File: config.mk
export PLATFORM = sky130hd
export DESIGN_NAME = alu_pwr_sched
export DESIGN_NICKNAME = d
export VERILOG_FILES = /design/src/rtl/alu_pwr_sched.sv
export SDC_FILE = /design/constraint.sdc
export NUM_CORES = 1
export LEC_CHECK = 0
export CELL_PAD_IN_SITES_DETAIL_PLACEMENT = 2
export CELL_PAD_IN_SITES_GLOBAL_PLACEMENT = 2
export CORE_ASPECT_RATIO = 0.9
export CORE_MARGIN = 1.5
export CORE_UTILIZATION = 26
export CTS_CLUSTER_DIAMETER = 30
export DETAILED_ROUTE_END_ITERATION = 8
export PLACE_DENSITY = 0.95
export REMOVE_ABC_BUFFERS = 1
export SETUP_SLACK_MARGIN = 0.5
export SLEW_MARGIN = 10
export SYNTH_ARGS = -nofsm -noshare
export SYNTH_HDL_FRONTEND = slang
export SYNTH_SLANG_ARGS = --single-unit
File: constraint.sdc
create_clock -name clk -period 3.94 [get_ports clk]
set_input_delay 0.591 -clock clk [delete_from_list [all_inputs] [get_ports clk]]
set_output_delay 0.591 -clock clk [all_outputs]
set_load 0.005 [all_outputs]
File: src/rtl/alu_pwr_sched.sv
// -----------------------------------------------------------------------------
// alu_pwr_sched
//
// Scheduler in front of a power-gated 16-bit ALU. Two requesters are
// round-robin arbitrated. The block sequences ALU power-up, isolation
// release, start, completion and response. After an idle timeout it powers
// the ALU down: isolation is applied first, then power is removed.
// Only one operation is in flight at any time.
//
// Ports
//   clk, rst_n                  clock, synchronous active-low reset
//   req{0,1}_valid              requester has an operation (held until ready)
//   req{0,1}_opcode/_a/_b       opcode and operands of that operation
//   req{0,1}_ready              one-cycle accept pulse to that requester
//   rsp_valid                   one-cycle response pulse
//   rsp_id                      requester that owns the response
//   rsp_data                    result (0 on error)
//   rsp_err                     illegal opcode or ALU timeout
//   alu_pwr_en, iso_en          ALU power enable / isolation enable
//   alu_start                   one-cycle start strobe to the ALU
//   alu_opcode/_a/_b            operation held from accept until back in IDLE
//   alu_clamp_value             isolation clamp value (constant CLAMP_VAL)
//   alu_result, alu_busy        ALU result and busy flag
//   alu_on                      ALU is powered and usable (IDLE/ISSUE/WAIT)
// -----------------------------------------------------------------------------
module alu_pwr_sched #(
    parameter int unsigned PWR_UP_CYCLES = 4,      // 1..15
    parameter int unsigned IDLE_TIMEOUT  = 8,      // 1..255
    parameter int unsigned WAIT_MAX      = 31,     // 16..255
    parameter logic [15:0] CLAMP_VAL     = 16'h0000
) (
    input  logic        clk,
    input  logic        rst_n,

    input  logic        req0_valid,
    input  logic [3:0]  req0_opcode,
    input  logic [15:0] req0_a,
    input  logic [15:0] req0_b,
    output logic        req0_ready,

    input  logic        req1_valid,
    input  logic [3:0]  req1_opcode,
    input  logic [15:0] req1_a,
    input  logic [15:0] req1_b,
    output logic        req1_ready,

    output logic        rsp_valid,
    output logic        rsp_id,
    output logic [15:0] rsp_data,
    output logic        rsp_err,

    output logic        alu_pwr_en,
    output logic        iso_en,
    output logic        alu_start,
    output logic [3:0]  alu_opcode,
    output logic [15:0] alu_a,
    output logic [15:0] alu_b,
    output logic [15:0] alu_clamp_value,
    input  logic [15:0] alu_result,
    input  logic        alu_busy,
    output logic        alu_on
);

    localparam logic [2:0] S_OFF    = 3'd0;
    localparam logic [2:0] S_PWR_UP = 3'd1;
    localparam logic [2:0] S_IDLE   = 3'd2;
    localparam logic [2:0] S_ISSUE  = 3'd3;
    localparam logic [2:0] S_WAIT   = 3'd4;
    localparam logic [2:0] S_PWR_DN = 3'd5;

    // Terminal counts: each counter starts at 0 on entry to its state.
    localparam logic [3:0] PU_LAST   = 4'(PWR_UP_CYCLES - 1);
    localparam logic [7:0] IDLE_LAST = 8'(IDLE_TIMEOUT - 1);
    localparam logic [7:0] WAIT_LAST = 8'(WAIT_MAX - 1);

    logic [2:0]  state;
    logic [3:0]  pu_cnt;
    logic [7:0]  idle_cnt;
    logic [7:0]  wait_cnt;
    logic        last_gnt;   // requester granted most recently
    logic        owner;      // requester of the operation in flight

    logic        any_valid;
    logic        grant;
    logic        gnt_id;
    logic [3:0]  gnt_opcode;
    logic [15:0] gnt_a;
    logic [15:0] gnt_b;
    logic        gnt_illegal;

    // ---------------------------------------------------------------- arbiter
    assign any_valid = req0_valid | req1_valid;
    assign grant     = (state == S_IDLE) && any_valid;

    // With both requesting, the one not granted last wins; otherwise the
    // only requester wins.
    assign gnt_id = (req0_valid && req1_valid) ? ~last_gnt : req1_valid;

    assign gnt_opcode  = gnt_id ? req1_opcode : req0_opcode;
    assign gnt_a       = gnt_id ? req1_a      : req0_a;
    assign gnt_b       = gnt_id ? req1_b      : req0_b;
    assign gnt_illegal = (gnt_opcode > 4'd9);

    always_comb begin
        // NOTE: every output of a combinational block gets a default first,
        // so no path leaves it unassigned and no latch is inferred.
        req0_ready = 1'b0;
        req1_ready = 1'b0;
        if (grant) begin
            if (gnt_id) req1_ready = 1'b1;
            else        req0_ready = 1'b1;
        end
    end

    // ----------------------------------------------------------- power / ALU
    // Isolation is released only in the usable states, so iso_en is high
    // whenever alu_pwr_en is low.
    assign alu_on          = (state == S_IDLE) || (state == S_ISSUE) || (state == S_WAIT);
    assign alu_pwr_en      = (state != S_OFF);
    assign iso_en          = ~alu_on;
    assign alu_start       = (state == S_ISSUE);
    assign alu_clamp_value = CLAMP_VAL;

    // ------------------------------------------------------------------- FSM
    always_ff @(posedge clk) begin
        // NOTE: state is written with non-blocking assignments so every
        // register samples pre-edge values regardless of statement order.
        if (!rst_n) begin
            state      <= S_OFF;
            pu_cnt     <= '0;
            idle_cnt   <= '0;
            wait_cnt   <= '0;
            last_gnt   <= 1'b1;      // makes requester 0 win the first tie
            owner      <= 1'b0;
            alu_opcode <= '0;
            alu_a      <= '0;
            alu_b      <= '0;
            rsp_valid  <= 1'b0;
            rsp_id     <= 1'b0;
            rsp_data   <= '0;
            rsp_err    <= 1'b0;
        end else begin
            rsp_valid <= 1'b0;

            case (state)
                S_OFF: begin
                    pu_cnt <= '0;
                    if (any_valid) state <= S_PWR_UP;
                end

                S_PWR_UP: begin
                    if (pu_cnt == PU_LAST) begin
                        pu_cnt <= '0;
                        state  <= S_IDLE;
                    end else begin
                        pu_cnt <= pu_cnt + 4'd1;
                    end
                end

                S_IDLE: begin
                    if (any_valid) begin
                        idle_cnt   <= '0;
                        last_gnt   <= gnt_id;
                        owner      <= gnt_id;
                        alu_opcode <= gnt_opcode;
                        alu_a      <= gnt_a;
                        alu_b      <= gnt_b;
                        if (gnt_illegal) begin
                            // Rejected without touching the ALU; stay in IDLE.
                            rsp_valid <= 1'b1;
                            rsp_id    <= gnt_id;
                            rsp_data  <= '0;
                            rsp_err   <= 1'b1;
                        end else begin
                            state <= S_ISSUE;
                        end
                    end else if (idle_cnt == IDLE_LAST) begin
                        idle_cnt <= '0;
                        state    <= S_PWR_DN;
                    end else begin
                        idle_cnt <= idle_cnt + 8'd1;
                    end
                end

                S_ISSUE: begin
                    wait_cnt <= '0;
                    state    <= S_WAIT;
                end

                S_WAIT: begin
                    if (!alu_busy) begin
                        rsp_valid <= 1'b1;
                        rsp_id    <= owner;
                        rsp_data  <= alu_result;
                        rsp_err   <= 1'b0;
                        state     <= S_IDLE;
                    end else if (wait_cnt == WAIT_LAST) begin
                        // Hung ALU: report the error, then power-cycle it.
                        rsp_valid <= 1'b1;
                        rsp_id    <= owner;
                        rsp_data  <= '0;
                        rsp_err   <= 1'b1;
                        state     <= S_PWR_DN;
                    end else begin
                        wait_cnt <= wait_cnt + 8'd1;
                    end
                end

                S_PWR_DN: begin
                    state <= S_OFF;
                end

                default: begin
                    state <= S_OFF;
                end
            endcase
        end
    end

endmodule
# Word-level counts from Yosys, hierarchy flattened
# Cells that the tools add are included.
[word_totals]
elab_cells = 92
mem_count = 0
latch_bits = 0
reg_bits = 80
in_bits = 93
ram_bits = 0
output_inout_bits = 77
rom_bits = 0
[classes]
n_shift = 0
order_cmp = 1
div_mod_pow = 0
bitwise = 3
n_eq_ne = 16
n_addsub = 3
multipliers = 0
muxes = 43
reduce_logical = 13
[ops]
columns = ["operator", "n"]
rows = [
  ["$mux 16", 6],
  ["$mux 8", 4],
  ["$pmux 16 s2", 1],
  ["$mux 3", 7],
  ["$mux 1", 17],
  ["$add 8x1->8 const B", 2],
  ["$pmux 8 s2", 1],
  ["$pmux 3 s5", 1],
  ["$ne 2x2->1 const B", 6],
  ["$eq 8x3->1 const B", 1],
  ["$eq 8x5->1 const B", 1],
  ["$mux 4", 2],
  ["$pmux 4 s2", 1],
  ["$eq 3x2->1 const B", 2],
  ["$ne 3x2->1 const B", 2],
  ["$pmux 1 s2", 3],
  ["$reduce_bool 2->1", 3],
  ["$reduce_and 5->1", 1],
  ["$add 4x1->4 const B", 1],
  ["$eq 4x2->1 const B", 1],
  ["$gt 4x4->1 const B", 1],
  ["$reduce_and 4->1", 1],
  ["$eq 3x1->1 const B", 1],
  ["$eq 3x3->1 const B", 1],
  ["9 further kinds", 12],
]

# Longest topological paths before layout
# Gate-level depths: netlist of run 1.
[depth]
ltp_word = 7
ltp_mapped = 8
depth_no_buf = 7

# Least setup slack after synthesis of run 1
# Ideal clock, no wire load.
[synth_path]
path_kind = "input-to-reg"
from = "in req1_valid"
to = "reg rsp_data[0]"
cell_stages = 7
setup_ns = 0.059
t_arrival_ns = 1.925
setup_slack_ns = 1.956
t_required_ns = 3.881
n_path_buf = 2
cell_sequence = "a21boi_4 -> buf_6 -> mux2i_2 -> a211oi_4 -> nor3b_4 -> buf_6 -> a22o_1"
[synth_via]
elab_chain_len = 6
word_cells_on_any_way = 8
cone_classes = "order compare: 1; eq/ne: 2; mux: 2; bitwise: 1; reduce/logical: 2"
[synth_rtl]
columns = ["element", "line_no", "source"]
rows = [
  ["from (decl)", "41", "input logic req1_valid,"],
  ["$logic_and 1x1->1", "97", "assign gnt_id = (req0_valid && req1_valid) ? ~last_gnt : req1_valid;"],
  ["$mux 1", "97", ""],
  ["$mux 4", "99", "assign gnt_opcode = gnt_id ? req1_opcode : req0_opcode;"],
  ["$gt 4x4->1", "102", "assign gnt_illegal = (gnt_opcode > 4'd9);"],
  ["$ne 2x2->1 (no line)", "-", ""],
  ["$reduce_and 4->1 (no line) *", "-", ""],
  ["to (signal assigned)", "194", "rsp_data <= alu_result;"],
  ["to (decl)", "49", "output logic [15:0] rsp_data,"],
]
# Mark *: on every way between the ends. The rest lies on a longest branch, timed or not.
# A chain may end at the register's enable or synchronous reset.

# Worst setup path after layout of run 1
[layout_path]
from = "reg state[1]"
to = "out req0_ready"
[layout_via]
elab_chain_len = 3
[layout_rtl]
columns = ["element", "line_no", "source"]
rows = [
  ["from (decl)", "76", "logic [2:0] state;"],
  ["from (signal assigned)", "129", "state <= S_OFF;"],
  ["from (signal assigned)", "148", "if (any_valid) state <= S_PWR_UP;"],
  ["from (signal assigned)", "154", "state <= S_IDLE;"],
  ["$eq 3x2->1", "93", "assign grant = (state == S_IDLE) && any_valid;"],
  ["$logic_and 1x1->1", "93", ""],
  ["$mux 1", "109", "if (grant) begin"],
  ["to (decl)", "39", "output logic req0_ready,"],
]
# No other way between the ends.

==> flow_summary.ini, run 1 <==
[clock_network]
insertion_delay_ns = 0.34
cts_sinks = 80
post_cts_buffers = 0
ctsHoldBuffers = 0
clk_pin_slew_worst_paths_ns = 0.07
numCtsBuffers = 9
h-tree-depth = 3
root_buffer = clkbuf_16
cts_resized = 0
clockBufferDepth = 2
tritoncts = done

[sta]
max_slew_margin_pct = 51.2
rsz0062_at_grt = false
drv_slew = 0
setup_ws_ns = 0.870
hold-worst-slack_ns = 0.477
finalSetupViolCount = 0
hold_violations = 0
finClkSkew_ns = 0.00770
worstMarginPinSlew_ns = 0.732
fmax_mhz = 326
period_needed_ns = 3.07
period_share_pct = 77.9

[logic_synthesis]
synth_area_mm2 = 0.00377
yosysSeqAreaShare_pct = 42.5
synth_edf_count = 0
ys_types = 46
avgSynthCellArea_um2 = 9.55
synth_ff_type = dfxtp_1
yosysTopAreaCellShare_pct = 42.5
synth.area.top_cells = dfxtp_1 (42%), o211a_1 (9.8%), mux2i_1 (9.3%)
synth_top_area_cell = dfxtp_1
ys_seq_elements = 80
ys_warn_count = 0
synthCells = 395
async_flop_share_pct = 0

[detailed_routing]
first_pass_iters = 4
wl_met2_mm = 7.23
drt_iter0_drc = 92
drt-wirelength-per-cell_um = 17.9
drt-met1-wl_mm = 4.99
vias = 3488
wirelength_mm = 13.2
ant_nets = 0
drc = 0
route.met3.wl_um = 750
routed_via_density = 4.75
top_layer_used = met4

[global_routing]
grt_pass1_wl_mm = 20.4
gr-usage-all-layers_pct = 17.6
grt_max_degree = 74
grt_pass1_vias = 3951
antenna_found_initial = 0
overflow = 0

[power]
ir_worst_vdd_v = 0.000154
p_total_w = 0.00232
leakage_nw = 2.52
cellPowerDensity_mw_per_mm2 = 405

[floorplan]
die_y_um = 117
pin_count = 170
core-area_mm2 = 0.0141
row_count = 41
die_area_mm2 = 0.0152
initial_core_util_pct = 26.7
die_w_um = 130

[finish]
n_antenna_cell = 0
layout_common_cells = clkdlybuf4s50_1 (152), dfxtp_1 (80), nand2_1 (57)
syn_to_final_growth_pct = 51.7
final_common_cell = clkdlybuf4s50_1
layout-drive-gt1-share_pct = 5.54
final-instance-count-excl-fill = 735
final_util_pct = 40.6
final_nets = 634

[placed_design]
dp.cells = 719
port_buffers = 153
hpwl_mm = 10.1
gp_congestion = 0.764
post-place-ws_ns = 0.784

[min_path]
hold_start = rsp_data[15]$_SDFFE_PN0P_
min_to = rsp_data[15]$_SDFFE_PN0P_
hold-path-cell-count = 1
hold_class = reg -> reg

[critical_path]
regToRegSetupSlack_ns = 1.53
regToRegStartpoint = state[1]$_SDFFE_PN0P_
startpoint_type = flip-flop
worstPathCellList = nor3b_2 > o21ai_0 > nor2_1 > clkdlybuf4s50_1
reg2reg_depth = 5
critPathMaxStageDelay_ns = 0.56
crit_required_ns = 3.35
cp.arrival_ns = 2.48
r2r_end = rsp_data[6]$_SDFFE_PN0P_
worst-path-max-fanout = 10
end_kind = primary output
worst_path_max_delay_cell = clkdlybuf4s50_1
setup.worst_path.class = reg -> out

[flow_run]
drv_cap = 0

[outcome]
status = complete, no violations
==> layout make-up <==
| cell class | count | area (µm²) |
|---|---|---|
| clock buffer | 10 | 239 |
| clock inverter | 6 | 92.6 |
| inverter | 6 | 22.5 |
| fill | 1487 | 8380 |
| multi-input combinational | 283 | 1970 |
| tap | 193 | 241 |
| sequential | 80 | 1600 |
| timing repair buffer | 157 | 1560 |
==> cell families after synthesis <==
family,count (synthesis),synth area share [%]
AO/OA/AOI/OAI,94,21.1
XOR/XNOR,6,1.39
adder cells (fa/ha/maj),4,1.33
buffers and inverters,47,7.03
flip-flops,80,42.5
multiplexers,36,9.65
other,1,0.0994
AND/OR/NAND/NOR,127,16.9
==> sequential cells by signal (all words and copies together) (netlist names), 3 cells and up <==
register    count
pu_cnt          4
state           3
alu_a          16
alu_opcode      4
alu_b          16
idle_cnt        8
wait_cnt        8
rsp_data       16
==> stage by stage <==
stage	area (µm²)	setup TNS, ns
final	5720	0
after global routing	5720	0
after CTS	5720	0
after detailed placement	5390	0
after global placement	5390	0
after floorplan	3590	-0.204
==> worst max path at each step <==
stage	startpoint	endpoint	slack (ns)
final	state[1]$_SDFFE_PN0P_	req0_ready	0.87
after global routing	state[1]$_SDFFE_PN0P_	req0_ready	0.67
after CTS	state[1]$_SDFFE_PN0P_	req0_ready	0.81
after detailed placement	req1_valid	rsp_data[0]$_SDFFE_PN0P_	0.78
after global placement	req1_valid	rsp_data[11]$_SDFFE_PN0P_	0.98
after floorplan	state[1]$_SDFFE_PN0P_	req1_ready	-0.20
==> routing by layer <==
layer,GRT usage [%],vias to the layer above
met2,34.7,90
li1,-,1667
met1,17.4,1714
met3,5.55,17
met5,0,-
met4,5.85,0
==> synthesized netlist by cell type, drive strengths merged (4+ instances only) <==
library cell,instances
inv,6
nand2,57
mux2i,36
clkbuf,10
ha,4
dfxtp,80
o21a,7
buf,31
nand3,12
a22o,16
nor3b,6
nor3,9
a21boi,11
o211a,37
nand4,4
xor2,6
a21oi,4
o21ai,15
nor2,14
and2,8
==> worst max-delay path: cells and delay by family (launching register included) <==
family          cells  cell delay (ns)
simple gates        2             0.69
buf+inv             1             0.56
flops               1             0.50
compound gates      1             0.38
==> power by group <==
group          internal, W  switching, W
sequential        0.000868     0.0000453
clock             0.000575      0.000356
combinational     0.000270      0.000205
total              0.00171      0.000606
Note: power is estimated with default switching activity, not from simulation.
==> run 2, diff against run 1 <==
CORE_UTILIZATION = 24   (was 26)
PLACE_DENSITY = 0.91   (was 0.95)
clock period = 2.9 ns   (was 3.94 ns; I/O delays follow)
==> flow_summary.ini, run 2 (same netlist as run 1, synthesis figures left out) <==
[outcome]
status = complete, no violations

[finish]
top_regs = alu_a (16), alu_b (16), rsp_data (16)
n_antenna_cell = 0
fill_cells = 1672
layout-drive-gt1-share_pct = 7.96
syn_to_final_growth_pct = 53.2
multi_input_area_mm2 = 0.00197
layout_common_cells = clkdlybuf4s50_1 (149), dfxtp_1 (77), nand2_1 (57)
final_util_pct = 37.6
final_common_cell = clkdlybuf4s50_1
seq_area_mm2 = 0.00161
final_nets = 646

[global_routing]
overflow = 0
gr-usage-all-layers_pct = 16.9
grt_pass1_wl_mm = 21.5
grt_max_degree = 74
grt_pass1_vias = 4058
antenna_found_initial = 1

[detailed_routing]
drc = 0
wirelength_mm = 13.5
routed_via_density = 4.69
first_pass_iters = 4
drt_iter0_drc = 142
vias = 3543
ant_nets = 0
drt-wirelength-per-cell_um = 17.8

[floorplan]
die_area_mm2 = 0.0165
row_count = 43
die_w_um = 135
die_y_um = 122
core-area_mm2 = 0.0154
pin_count = 170
initial_core_util_pct = 24.5

[placed_design]
hpwl_mm = 10.1
port_buffers = 153
gp_congestion = 0.736
post-place-ws_ns = 0.0434

[power]
p_clk_share_pct = 34.6
p_switching_w = 0.000801
cellPowerDensity_mw_per_mm2 = 510
p_seq_share_pct = 42.1
switching_share_pct = 27.2
ir_worst_vdd_v = 0.000256
p_comb_share_pct = 23.3
leakage_nw = 2.59
p_int_w = 0.00215

[sta]
tns_ns = 0
finClkSkew_ns = 0.00901
hold-worst-slack_ns = 0.485
finalSetupViolCount = 0
period_share_pct = 78.5
hold_violations = 0
fmax_mhz = 439
worstMarginPinSlew_ns = 0.734
period_needed_ns = 2.28
setup_ws_ns = 0.623
max_slew_margin_pct = 51.0
rsz0062_at_grt = false
drv_slew = 0

[flow_run]
drv_cap = 0

[clock_network]
root_buffer = clkbuf_16
clockBufferDepth = 2
clk_pin_slew_worst_paths_ns = 0.06
insertion_delay_ns = 0.35
cts_sinks = 80
numCtsBuffers = 9
h-tree-depth = 3
tritoncts = done

[critical_path]
cp.arrival_ns = 1.84
worst_path_max_delay_cell = clkdlybuf4s50_1
worstPathCellList = buf_4 > inv_1 > nand3_1 > o21ai_0 > clkdlybuf4s50_1
setup.worst_path.class = reg -> out
startpoint_type = flip-flop
worst-path-max-fanout = 7
regToRegStartpoint = state[0]$_SDFFE_PN0P_
crit_start = state[1]$_SDFFE_PN0P_
crit_required_ns = 2.47
critPathMaxStageDelay_ns = 0.55
end_kind = primary output

[min_path]
hold_class = reg -> reg
hold_start = rsp_data[12]$_SDFFE_PN0P_
## run 2: cell types whose count changed in the layout (fill, tap and decap cells not counted), moves of 2 or more
cell             delta
dlymetal6s2s_1      +2
buf_4              +11
clkinv_4            -2
clkdlybuf4s50_1     -3
dfxtp_1             -3
clkinv_2            +3
clkbuf_1            +2
dfxtp_4             +2
bufinv_16           -2
## run 2: path summary, 6_finish.rpt
check | endpoint | slack (ns) | cells after the start
worst max-delay path | alu_on | 0.62 | 5
worst min-delay path | rsp_data[12]$_SDFFE_PN0P_ | 0.48 | 1
worst max register to register | idle_cnt[7]$_SDFFE_PN0N_ | 0.76 | 6
worst min register to register | rsp_data[12]$_SDFFE_PN0P_ | 0.48 | 1
## run 2: timing repair
item                       CTS  global route
setup endpoints to repair   19             1
resized for setup            7             3
pin swaps                    2             1
hold buffers                 0             0
setup buffers                3             4
## run 2: through the flow
stage	instance area (µm²)	instances	power (W)
after global routing	5780	755	0.00309
final	5780	755	0.00295
after CTS	5740	751	0.00297
after detailed placement	5440	733	0.00193
after global placement	5440	733	0.00189
after floorplan	3590	369	0.00151
## run 2: critical path: cells and delay by family (launching register included)
family,cells,cell delay [ns]
buffers and inverters,3,0.80
AOI/OAI and AO/OA,1,0.18
DFF,1,0.35
and+or+nand+nor,1,0.17
## run 2: layout make-up
| class | count | area share (%) |
|---|---|---|
| inverters | 6 | 0.390 |
| well taps | 202 | 4.37 |
| flip-flops and latches | 80 | 27.9 |
| repair buffers | 169 | 28.8 |
| multi-input cells | 283 | 34.2 |
| clock buffers | 11 | 4.03 |
| clock inverters | 4 | 0.390 |
## run 2: power groups by stage
stage | Combinational (W) | Sequential (W) | Clock, W
2_1_floorplan | 0.000253 | 0.00126 | 0
3_3_place_gp | 0.000631 | 0.00126 | 0
3_5_place_dp | 0.000660 | 0.00127 | 0
4_1_cts | 0.000676 | 0.00125 | 0.00105
5_1_grt | 0.000746 | 0.00125 | 0.00110
6_report | 0.000687 | 0.00124 | 0.00102
## run 2: layer usage
metal / vias up / wire length, µm / global-route usage, %
li1: 1685 / - / -
met1: 1742 / 5390 / 18.5
met2: 97 / 7000 / 30.4
met3: 19 / 810 / 4.91
met4: 0 / 270 / 6.92
met5: - / 0 / 0
